[src/rtl/lat_meas_pkg.sv]
// Shared definitions for the GTF raw-link latency measurement sequencer.
// Latency: n/a (types and constants only).
// Backpressure: n/a.
package lat_meas_pkg;

  localparam int TS_W_DEF  = 16;
  localparam int ACC_W_DEF = 32;

  // Sequencer states, kept as plain constants so older tools can read them.
  typedef logic [2:0] state_t;
  localparam state_t IDLE   = 3'd0;
  localparam state_t SAMPLE = 3'd1;
  localparam state_t ACCUM  = 3'd2;
  localparam state_t SETTLE = 3'd3;
  localparam state_t DONE   = 3'd4;

  // Reset value of the running minimum, so that the first sample always wins.
  localparam logic [TS_W_DEF-1:0] MIN_INIT = '1;

endpackage

[src/rtl/lat_stats_accum.sv]
// Running latency statistics: last, min, max, saturating sum and sample index.
// Latency: a sample presented with sample_valid is reflected on the outputs next cycle.
// Backpressure: none; one sample accepted every cycle sample_valid is high.
// Ports: clk/rst (sync, active-high), clear (pulse, zeroes stats), sample_valid/adj (input sample),
//        acc/idx/max/min/last/ovf (registered stats), idx_next (index after the current sample).
module lat_stats_accum
  import lat_meas_pkg::*;
#(
  parameter int TS_W  = TS_W_DEF,
  parameter int ACC_W = ACC_W_DEF
) (
  input  logic             clk,
  input  logic             rst,
  input  logic             clear,
  input  logic             sample_valid,
  input  logic [TS_W-1:0]  adj,
  output logic [ACC_W-1:0] acc,
  output logic [ACC_W-1:0] idx,
  output logic [ACC_W-1:0] idx_next,
  output logic [TS_W-1:0]  max,
  output logic [TS_W-1:0]  min,
  output logic [TS_W-1:0]  last,
  output logic             ovf
);

  logic [ACC_W-1:0] acc_q;
  logic [ACC_W-1:0] idx_q;
  logic [TS_W-1:0]  max_q;
  logic [TS_W-1:0]  min_q;
  logic [TS_W-1:0]  last_q;
  logic             ovf_q;
  logic [ACC_W:0]   acc_sum;

  // One extra bit catches the carry that signals saturation.
  assign acc_sum  = {1'b0, acc_q} + (ACC_W+1)'(adj);
  // Index sticks at all-ones rather than wrapping back to zero.
  assign idx_next = (&idx_q) ? idx_q : idx_q + 1'b1;

  always_ff @(posedge clk) begin
    if (rst || clear) begin
      acc_q  <= '0;
      idx_q  <= '0;
      max_q  <= '0;
      min_q  <= {TS_W{1'b1}};
      last_q <= '0;
      ovf_q  <= 1'b0;
    end else if (sample_valid) begin
      last_q <= adj;
      if (adj > max_q) max_q <= adj;
      if (adj < min_q) min_q <= adj;
      if (acc_sum[ACC_W]) begin
        acc_q <= '1;
        ovf_q <= 1'b1;
      end else begin
        acc_q <= acc_sum[ACC_W-1:0];
      end
      idx_q <= idx_next;
    end
  end

  assign acc  = acc_q;
  assign idx  = idx_q;
  assign max  = max_q;
  assign min  = min_q;
  assign last = last_q;
  assign ovf  = ovf_q;

endmodule

[src/rtl/lat_meas_sequencer.sv]
// Drains the TX/RX timestamp FIFO one entry at a time and feeds offset-corrected deltas to the stats block.
// Latency: pending seen in IDLE at cycle N -> pop at N+1, stats updated at N+2; one sample per 4 cycles.
// Backpressure: pops only when fifo_pending != 0 and lat_enable is high; DONE holds off all pops until cleared.
// Ports: aclk/areset (sync, active-high); lat_enable/lat_clear/lat_pkt_cnt/lat_offset from control regs;
//        fifo_pending/fifo_tx_time/fifo_rx_time/fifo_pop to the timestamp FIFO;
//        delta_acc/idx/max/min/adj, busy, done, acc_ovf to the status regs.
module lat_meas_sequencer
  import lat_meas_pkg::*;
#(
  parameter int TS_W  = TS_W_DEF,
  parameter int ACC_W = ACC_W_DEF
) (
  input  logic             aclk,
  input  logic             areset,
  input  logic             lat_enable,
  input  logic             lat_clear,
  input  logic [15:0]      lat_pkt_cnt,
  input  logic [15:0]      lat_offset,
  input  logic [15:0]      fifo_pending,
  input  logic [TS_W-1:0]  fifo_tx_time,
  input  logic [TS_W-1:0]  fifo_rx_time,
  output logic             fifo_pop,
  output logic [ACC_W-1:0] delta_acc,
  output logic [ACC_W-1:0] delta_idx,
  output logic [TS_W-1:0]  delta_max,
  output logic [TS_W-1:0]  delta_min,
  output logic [TS_W-1:0]  delta_adj,
  output logic             busy,
  output logic             done,
  output logic             acc_ovf
);

  state_t           state;
  logic [TS_W-1:0]  raw;
  logic [TS_W-1:0]  offset_ts;
  logic [TS_W-1:0]  adj_calc;
  logic [TS_W-1:0]  adj_q;
  logic [ACC_W-1:0] idx_next;
  logic             sample_valid;
  logic             hit_cnt;

  // Modular subtraction absorbs a TX timestamp wrap without special casing.
  assign raw       = fifo_rx_time - fifo_tx_time;
  assign offset_ts = TS_W'(lat_offset);
  assign adj_calc  = (raw >= offset_ts) ? raw - offset_ts : '0;

  // Packet count is compared live so firmware may retarget a run in flight.
  assign hit_cnt = (lat_pkt_cnt != 16'd0) && (idx_next == ACC_W'(lat_pkt_cnt));

  always_ff @(posedge aclk) begin
    if (areset || lat_clear) begin
      state <= IDLE;
      adj_q <= '0;
    end else begin
      case (state)
        IDLE: begin
          if (lat_enable && (fifo_pending != 16'd0)) state <= SAMPLE;
        end
        SAMPLE: begin
          adj_q <= adj_calc;
          state <= ACCUM;
        end
        ACCUM:   state <= hit_cnt ? DONE : SETTLE;
        // Gives the FIFO a cycle to present the new head and pending count.
        SETTLE:  state <= IDLE;
        DONE:    state <= DONE;
        default: state <= IDLE;
      endcase
    end
  end

  // Pop is combinational so a clear landing in SAMPLE leaves the entry in place.
  assign fifo_pop     = (state == SAMPLE) && !lat_clear && !areset;
  assign sample_valid = (state == ACCUM) && !lat_clear;
  assign busy         = (state == SAMPLE) || (state == ACCUM) || (state == SETTLE);
  assign done         = (state == DONE);

  lat_stats_accum #(
    .TS_W  (TS_W),
    .ACC_W (ACC_W)
  ) u_stats (
    .clk          (aclk),
    .rst          (areset),
    .clear        (lat_clear),
    .sample_valid (sample_valid),
    .adj          (adj_q),
    .acc          (delta_acc),
    .idx          (delta_idx),
    .idx_next     (idx_next),
    .max          (delta_max),
    .min          (delta_min),
    .last         (delta_adj),
    .ovf          (acc_ovf)
  );

endmodule

[config.mk]
export PLATFORM = sky130hd
export DESIGN_NAME = lat_meas_sequencer
export DESIGN_NICKNAME = d
export VERILOG_FILES = /design/src/rtl/lat_meas_pkg.sv /design/src/rtl/lat_stats_accum.sv /design/src/rtl/lat_meas_sequencer.sv
export SDC_FILE = /design/constraint.sdc
export NUM_CORES = 1
export LEC_CHECK = 0
export CAP_MARGIN = 20
export CORE_AREA = 5 5 110 190
export CTS_BUF_LIST = sky130_fd_sc_hd__clkbuf_8
export DETAILED_ROUTE_END_ITERATION = 10
export DIE_AREA = 0 0 115 195
export PLACE_DENSITY_LB_ADDON = 0.08
export SLEW_MARGIN = 10
export SYNTH_ARGS = -nofsm -noshare
export SYNTH_HDL_FRONTEND = slang
export SYNTH_SLANG_ARGS = --single-unit
[constraint.sdc]
create_clock -name aclk -period 5.8 [get_ports aclk]
set_clock_uncertainty 0.15 [all_clocks]
set_input_delay 0.58 -clock aclk [delete_from_list [all_inputs] [get_ports aclk]]
set_output_delay 0.58 -clock aclk [all_outputs]
set_load 0.02 [all_outputs]
==> run summary, run 1 <==
Remaining DRCs = 0
Crit path max-delay family = compound AO/OA/AOI/OAI gates
Hold buffers post-CTS = 0
CTS tree = yes
Antenna violations before repair = 0
Worst setup SP type = input port
Fin. Hold Viols = 0
Vias after detailed routing = 9358
Seq/Total Area, Yosys = 28.2%
Total GRT Usage = 25.2%
Die footprint = 22400 um2
Design area = 11900 um2
RSZ-0062 raised after global routing = false
WP data arrival = 5.25 ns
Syn Nets = 1362
First-pass GRT wire length = 45300 um
Hold crit path type = flip-flop to flip-flop
Buf/Inv on CP = 5
Worst EP required = 6.03 ns
Core Footprint = 19100 um2
Fin crit share = 86.5%
Routed Antenna Nets = 0
Cell taking the most area after synthesis = dfxtp_1
Max IR drop VDD = 0.132 mV
Critical path's slowest cell = clkdlybuf4s50_1
Power density over the cells = 181 nW/um2
Worst R2R End = state[1]
Status = finished clean
Fill count = 1774
Leak = 4.60 nW
Antenna diodes = 0
Via/cell ratio = 5.78
H-tree Lvls = 4
Share of cells above drive strength 1 = 5.80%
Crit-path max cell delay = 0.52 ns
Asr flop ratio synth = 0%
Nets = 1534
Reg2Reg Launch Point = u_stats.idx[0]
Worst-path cell chain = clkdlybuf4s50_1 -> inv_1 -> ha_1 -> nor2b_1 -> o31a_1 -> o31ai_1 -> a31oi_1 -> and4_1 -> a2111oi_0 -> buf_4 -> xnor2_1 -> ha_1 -> inv_1 -> a221oi_1 -> o41ai_2 -> buf_4 -> or4_1 -> a21oi_1
Final Setup Violations = 0
Placed standard-cell area = 11500 um2
Dpl ws = 0.333 ns
Worst reg-to-reg setup slack = 1.95 ns
Share of the synthesized area in the top cell type = 28.2%
Iter 0 DRT Violations = 668
Top_reg_cell synth = dfxtp_1
Total CTS buffers = 17
Post-Syn Area = 9370 um2
#FFs+latches synth = 132
Top Ports = 200
Die Y = 195 um
Area contributors post-synth = dfxtp_1 28%, ha_1 11%, a21oi_1 5.4%
Clk root buf = clkbuf_8
Port bufs = 199
First drt pass iteration count = 5
Max-slew violations = 0
Vias in the first global route = 9006
Total of max-cap violations = 0
Worst min-delay path startpoint = u_stats.last[14]
Final WS setup = 0.783 ns
Worst-case clock buffer depth = 2
Layout overhead on the synthesized area = 27.0%
Pin count of the biggest net entering global routing = 74
Setup repair bufs after CTS = 0
Post-CTS Resized = 0
Crit-path max FO = 14
FMAX = 199 MHz
Clock sinks = 132
Row count = 67
Number of enable flip-flop cells after synthesis = 0
Setup TNS = 0 ns
R2r worst-path depth = 9
Hold EP = u_stats.last[14]
Placer Congestion = 0.951
Min-Delay Path Depth = 2
Synth Warn # = 0
Crit. End Element = flip-flop
Worst setup path class = input port to flip-flop
Drt total wl = 28800 um
Clk slew on worst S/H paths = 0.08 ns
Tmin final = 5.02 ns
Routed len/inst = 17.8 um
Synth unique cells = 77
Worst skew pair latency = 0.46 ns
HPWL after DPL = 22200 um
Avg Cell Area, Syn = 7.84 um2
Rel. slew slack = 34.8%
Initial Util = 49.0%
Chip width = 115 um
GRT overflow = 0
Syn Inst Count = 1196
Worst-Margin Slew = 0.976 ns
## tightest hold or removal path, delay by kind of cell, from the launching register on
kind / cells / cell delay [ns]
and+or+nand+nor: 1 / 0.05
DFF: 1 / 0.31
AOI/OAI and AO/OA: 1 / 0.05
## cells in the final DEF (no fill, tap or decap), drive strengths merged, types with 13 or more instances in the layout
cell type and count:
a21oi 103, nor3 30, xnor2 52, clkdlybuf4s50 199, o311ai 17, inv 92, or3 20, a21o 15
ha 79, nor2b 13, clkbuf 18, nand2 132, dfxtp 132, nor4 19, o21ai 72, mux2i 18
nor2 71, and3 20, a31oi 16, xor2 31, nand3 35, nand4 24, o21a 18
## power by group
part	internal (mW)	switching, mW
registers	0.911	0.0100
clock network	0.389	0.384
logic	0.217	0.239
total	1.52	0.633
## worst max path at each step
stage	slack (ns)	endpoint	startpoint	cells past startpoint
after floorplan	1.30	adj_q[9]	fifo_tx_time[1]	15
after global placement	0.43	adj_q[7]	fifo_tx_time[1]	18
after detailed placement	0.33	adj_q[7]	fifo_tx_time[1]	18
after CTS	0.81	adj_q[7]	fifo_tx_time[1]	18
after global routing	0.49	adj_q[7]	fifo_tx_time[1]	18
final	0.78	adj_q[7]	fifo_tx_time[1]	18
## Yosys cell counts (4+ instances only)
master / number
a2111oi_0: 4
a211o_1: 5
a211oi_1: 11
a21o_1: 15
a21oi_1: 102
a311oi_1: 5
a31oi_1: 16
and2_1: 6
and3_1: 18
and4_1: 7
buf_2: 5
clkbuf_1: 46
dfxtp_1: 132
ha_1: 79
inv_1: 88
mux2i_1: 18
nand2_1: 132
nand2b_1: 4
nand3_1: 35
nand4_1: 23
nand4b_1: 4
nor2_1: 70
nor2b_1: 13
nor3_1: 30
nor3b_1: 6
nor4_1: 15
nor4_2: 4
o211ai_1: 7
o21a_1: 18
o21ai_0: 70
o22ai_1: 5
o311ai_0: 16
o31ai_1: 6
or2_2: 11
or3_1: 19
or4_1: 5
xnor2_1: 52
xor2_1: 31
## through the flow
step           std cells  power (mW)  hold slack (ns)  utilization, %
2_1_floorplan       1196        1.24            0.339               -
3_3_place_gp        1588        1.39            0.294            60.2
3_5_place_dp        1588        1.40            0.298            60.2
4_1_cts             1618        2.16            0.308            62.2
5_1_grt             1620        2.25            0.329            62.3
6_report            1620        2.15            0.305            62.3
## cell type report
| cell class | instances | area [um2] | area share [%] |
|---|---|---|---|
| repair buffers | 209 | 2070 | 17.4 |
| clock buffers | 18 | 248 | 2.08 |
| clock inverters | 12 | 131 | 1.10 |
| inverters | 88 | 330 | 2.77 |
| well taps | 241 | 302 | 2.53 |
| flip-flops and latches | 132 | 2640 | 22.2 |
| multi-input cells | 920 | 6180 | 51.9 |
## per-layer routing
| layer | routed length (um) | global-route usage [%] | part of all wire, % |
|---|---|---|---|
| met3 | 1420 | 4.30 | 4.9 |
| met4 | 1480 | 14.4 | 5.1 |
| met2 | 15100 | 45.6 | 53 |
| met5 | 0 | 0 | 0 |
| met1 | 10800 | 26.8 | 37 |
## cells by family (layout without fill, tap and decap cells)
family          count (synthesis)  count (layout)  share of synthesized area (%)
buf+inv                       144             327                           6.15
flops                         132             132                           28.2
compound gates                312             312                           21.2
mux                            20              20                           2.16
simple gates                  423             423                           23.4
fa+ha+maj                      82              82                           11.2
xor+xnor                       83              83                           7.76
## registers in the layout, summed over array words and instances, names as in the netlist
| signal | cells |
|---|---|
| u_stats.idx | 32 |
| u_stats.ovf | 1 |
| adj_q | 16 |
| u_stats.max | 16 |
| u_stats.acc | 32 |
| u_stats.min | 16 |
| u_stats.last | 16 |
| state | 3 |
(Power assumes the default switching activity.)
==> run 2: changes to the inputs <==
- CTS_CLUSTER_DIAMETER: not set -> 30
- HOLD_SLACK_MARGIN: not set -> 0.08
==> results of run 2 <==
The final DEF is identical to that of run 1; final timing and power are the same.
==> edit 1: new RTL, settings of run 2 <==
Change the package constant `TS_W_DEF` from 16 to 14.
--- a/src/rtl/lat_meas_pkg.sv
+++ b/src/rtl/lat_meas_pkg.sv
@@ -5,3 +5,3 @@
 
-  localparam int TS_W_DEF  = 16;
+  localparam int TS_W_DEF  = 14;
   localparam int ACC_W_DEF = 32;
Ports: changed (5 resized); port bits go from 200 to 190. The function was not compared with the original's and may differ.
==> edit 1 against run 2 <==
Cell area decreased by 7.2%. Wire length decreased by 4.4%. Non-clock buffer count decreased by 11. Sequential share of layout area increased by 0.28 points. Sequential cell count decreased by 8. Area after synthesis decreased by 8.9%. Setup slack improved by 0.48 ns. Power decreased by 2.1%. First-iteration DRC count decreased by 29%. Critical endpoint is now adj_q[2]$_SDFFE_PP0P_. Highest routed layer unchanged.
==> edit 1: results (changes against run 2) <==
| Metric | Value |
|---|---|
| DP HPWL | 21400 um (-4.0%) |
| Final Net Count | 1403 (-8.5%) |
| Dpl cell area | 0.0106 mm2 (-7.9%) |
| Routability cong. | 0.944 (-0.69%) |
| Slew @ Worst Pin | 1.02 ns (+0.0486 ns) |
| Sequential share of cell area | 22.5% (+0.28 points) |
| Status | complete, no violations |
| Synthesized Nets | 1238 (-9.1%) |
| Total GRT Usage | 24.5% (-0.76 points) |
| VDD IR max | 145 uV (+9.7%) |
| Number of non-clock buffers | 198 (-5.3%) |
| Compound-gate portion of the synthesized area | 23.6% (+2.4 points) |
| Cell area power density | 191 mW/mm2 (+5.6%) |
| NonClk Buf Share | 17.7% (+0.27 points) |
| Largest cells by area after synthesis | dfxtp_1 (29%), ha_1 (10%), a21oi_1 (5.3%) |
| Mux contribution to synthesized area | 0.733% (-1.4 points) |
| Per-cell routed wire length | 18.3 um (+2.9%) |
| Synth Area in Adders | 10.9% (-0.26 points) |
| Data arrival, critical path | 4.77 ns (-0.48 ns) |
| Leakage | 4.17 nW (-9.3%) |
| Number of global-route vias before repair | 8551 (-5.1%) |
| Clk pwr share | 40.5% (+4.5 points) |
| Finished Layout Cells | 1505 (-7.1%) |
| Clock network area share | 4.01% (+0.83 points) |
| Via count | 8796 (-6.0%) |
| Seq pwr share | 41.0% (-1.8 points) |
| Distinct cells, synth | 65 (-16%) |
==> edit 1: metal layers <==
metal | global-route usage (%) | part of all wire (%)
met3 | 4.52 | 5.1
met1 | 24.0 | 35
met5 | 0 | 0
met4 | 12.3 | 4.7
met2 | 47.1 | 56
==> edit 1: worst paths after layout <==
| kind | from | to | slack [ns] |
|---|---|---|---|
| worst max-delay path | fifo_rx_time[0] | adj_q[2]$_SDFFE_PP0P_ | 1.26 |
| worst min-delay path | u_stats.last[11]$_SDFFE_PP0P_ | u_stats.last[11]$_SDFFE_PP0P_ | 0.30 |
| worst min register to register | u_stats.last[11]$_SDFFE_PP0P_ | u_stats.last[11]$_SDFFE_PP0P_ | 0.30 |
| worst max register to register | u_stats.idx[0]$_SDFFE_PP0P_ | state[2]$_SDFFE_PP0P_ | 1.84 |
==> edit 1: tightest hold or removal path: stages, from the launching register on <==
cell and delay (ns):
dfxtp_1 0.31, nand2_1 0.05, a21oi_1 0.05
==> edit 2: new RTL, config.mk and constraints of run 2 <==
Without the edit above. Put a register stage on the output `busy`, without a reset. The value now appears one clock later. The other outputs are not delayed to match.
--- a/src/rtl/lat_meas_sequencer.sv
+++ b/src/rtl/lat_meas_sequencer.sv
@@ -74,3 +74,5 @@
   assign sample_valid = (state == ACCUM) && !lat_clear;
-  assign busy         = (state == SAMPLE) || (state == ACCUM) || (state == SETTLE);
+  always_ff @(posedge aclk) begin
+    busy <= (state == SAMPLE) || (state == ACCUM) || (state == SETTLE);
+  end
   assign done         = (state == DONE);
Check against the original RTL: not equivalent (Yosys sat finds a counterexample within 4 cycles, from zero or initial values).
==> edit 2 against run 2 <==
Area after synthesis increased by 0.21%. Wire length increased by 1.3%. Cell area increased by 0.48%. Die area unchanged. Power increased by 0.73%. Setup slack got worse by 0.097 ns. Sequential cell count increased by 1. Global-route usage increased by 0.32 points. Critical path type unchanged. Critical endpoint is now adj_q[9]$_SDFFE_PP0P_.
==> edit 2: results (changes against run 2) <==
| Metric | Value |
|---|---|
| Status | complete, no violations |
| Share of layout cells above drive strength 1 | 6.20% (+0.40 points) |
| Post-synthesis sequential area ratio | 28.3% (+0.15 points) |
| R2r endpoint | state[1]$_SDFFE_PP0P_ |
| Largest cells by area after synthesis | dfxtp_1 (28%), ha_1 (11%), a21oi_1 (5.4%) |
| Seq pwr share | 42.8% (about the same) |
| Via count | 9458 (+1.1%) |
| N_diodes | 0 (unchanged) |
| Number of global-route vias before repair | 8907 (-1.1%) |
| Pre-CTS setup slack | 0.201 ns (-0.132 ns) |
| Ys Warns | 0 (unchanged) |
| Finished Layout Cells | 1627 (+0.43%) |
| Clock group | 0.778 mW (+0.6%) |
| Worst hold path class | reg2reg |
| Total GRT Usage | 25.5% (+0.32 points) |
| Post-synth top cells | dfxtp_1 (133), nand2_1 (132), a21oi_1 (102) |
| Later-pin clock latency in the skew report | 0.47 ns |
| Placed cell count | 1593 (+0.31%) |
| 1st-iter DRT viols | 603 (-9.7%) |
| Largest net degree at the start of global routing | 74 (unchanged) |
| Initial DRT Pass Iterations | 8 (+3) |
| Slew @ Worst Pin | 0.857 ns (-0.119 ns) |
| Ys async rst share | 0% (unchanged) |
| Initial antenna violation count | 0 (unchanged) |
| Worst setup path start | fifo_rx_time[0] |
| Root Driver | clkbuf_8 |
| Buffer count from post-CTS setup fixing | 0 (unchanged) |
| Critical Path Fanout Max | 13 (-1) |
| PortBufs | 199 (unchanged) |
| Routability cong. | 0.953 (+0.25%) |
| P_int | 1.53 mW (+0.52%) |
| Setup crit end | adj_q[9]$_SDFFE_PP0P_ |
| Global-route wire length before repair | 45700 um (+1.0%) |
| Leakage | 4.64 nW (+0.89%) |
| VDD IR max | 149 uV (+13%) |
| Reg-to-reg setup timing slack | 2.08 ns (+0.13 ns) |
| Clock Path Buffers | 2 (unchanged) |
| Depth of the worst register-to-register path | 9 (unchanged) |
| Total grt overflow | 0 (unchanged) |
| Syn avg cell area | 7.85 um2 (+0.13%) |
| Final Net Count | 1539 (+0.33%) |
| Synthesized Nets | 1363 (+0.073%) |
| DP HPWL | 22400 um (+0.85%) |
| Clock edge transition at the registers on the reported setup and hold paths | 0.08 ns (about the same) |
| Final WL | 29200 um (+1.3%) |
| Data arrival, critical path | 5.36 ns (+0.11 ns) |
| Fill count | 1796 (+1.2%) |
-- edit 2: changes by cell type in the layout (fill, tap and decap cells not counted), sizes merged --
cell / delta
inv: -1
clkinvlp: -1
clkinv: +4
clkbuf: +1
dfxtp: +1
buf: +3
-- edit 2: layout make-up --
class,count,area share (%)
inverter,88,2.76
tap,241,2.52
multi-input combinational,920,51.6
timing repair buffer,213,17.6
sequential,133,22.3
clock inverter,14,1.13
clock buffer,18,2.07
-- edit 2: metal layers --
metal,up-vias,routed length [um],GRT usage [%]
li1,4676,-,-
met1,4419,10900,27.0
met2,311,15700,47.5
met3,52,1450,4.27
met4,0,1170,12.4
met5,-,0,0
-- edit 2: kinds of logic after synthesis --
logic type	synth area share, %
AND/OR/NAND/NOR	23.3
AO/OA/AOI/OAI	21.1
adder cells (fa/ha/maj)	11.2
XOR/XNOR	7.74
multiplexers	2.16
flip-flops	28.3
buffers and inverters	6.14
-- edit 2: worst max-delay path: stages --
cell and delay [ns]:
clkdlybuf4s50_1 0.45, inv_1 0.04, ha_1 0.20, fa_1 0.42
nor2b_1 0.14, o21a_1 0.14, o21ai_0 0.11, a21oi_1 0.24
o2111ai_1 0.21, nand2_1 0.10, nor2_1 0.05, xnor2_1 0.12
ha_1 0.32, and3_1 0.30, nand3_1 0.11, o21ai_0 0.09
a41oi_1 0.09, a221oi_1 0.49, o41ai_2 0.16, clkbuf_4 0.21
or4b_2 0.65, a21oi_1 0.16
-- edit 2: worst min-delay path by stage --
stage                            startpoint  slack (ns)                      endpoint
6_report       u_stats.last[0]$_SDFFE_PP0P_        0.31  u_stats.last[0]$_SDFFE_PP0P_
5_1_grt        u_stats.last[9]$_SDFFE_PP0P_        0.32  u_stats.last[9]$_SDFFE_PP0P_
4_1_cts        u_stats.last[9]$_SDFFE_PP0P_        0.31  u_stats.last[9]$_SDFFE_PP0P_
3_5_place_dp   u_stats.last[9]$_SDFFE_PP0P_        0.30  u_stats.last[9]$_SDFFE_PP0P_
3_3_place_gp   u_stats.last[2]$_SDFFE_PP0P_        0.29  u_stats.last[2]$_SDFFE_PP0P_
2_1_floorplan         state[2]$_SDFFE_PP0P_        0.31                  busy$_DFF_P_
-- edit 2: per-stage QoR --
step / total power, mW / instance area [um2] / hold WS, ns
finish: 2.17 / 12000 / 0.307
detailed placement: 1.40 / 11600 / 0.298
global placement: 1.40 / 11500 / 0.292
floorplan: 1.25 / 9390 / 0.305
global route: 2.27 / 12000 / 0.325
CTS: 2.18 / 11900 / 0.309
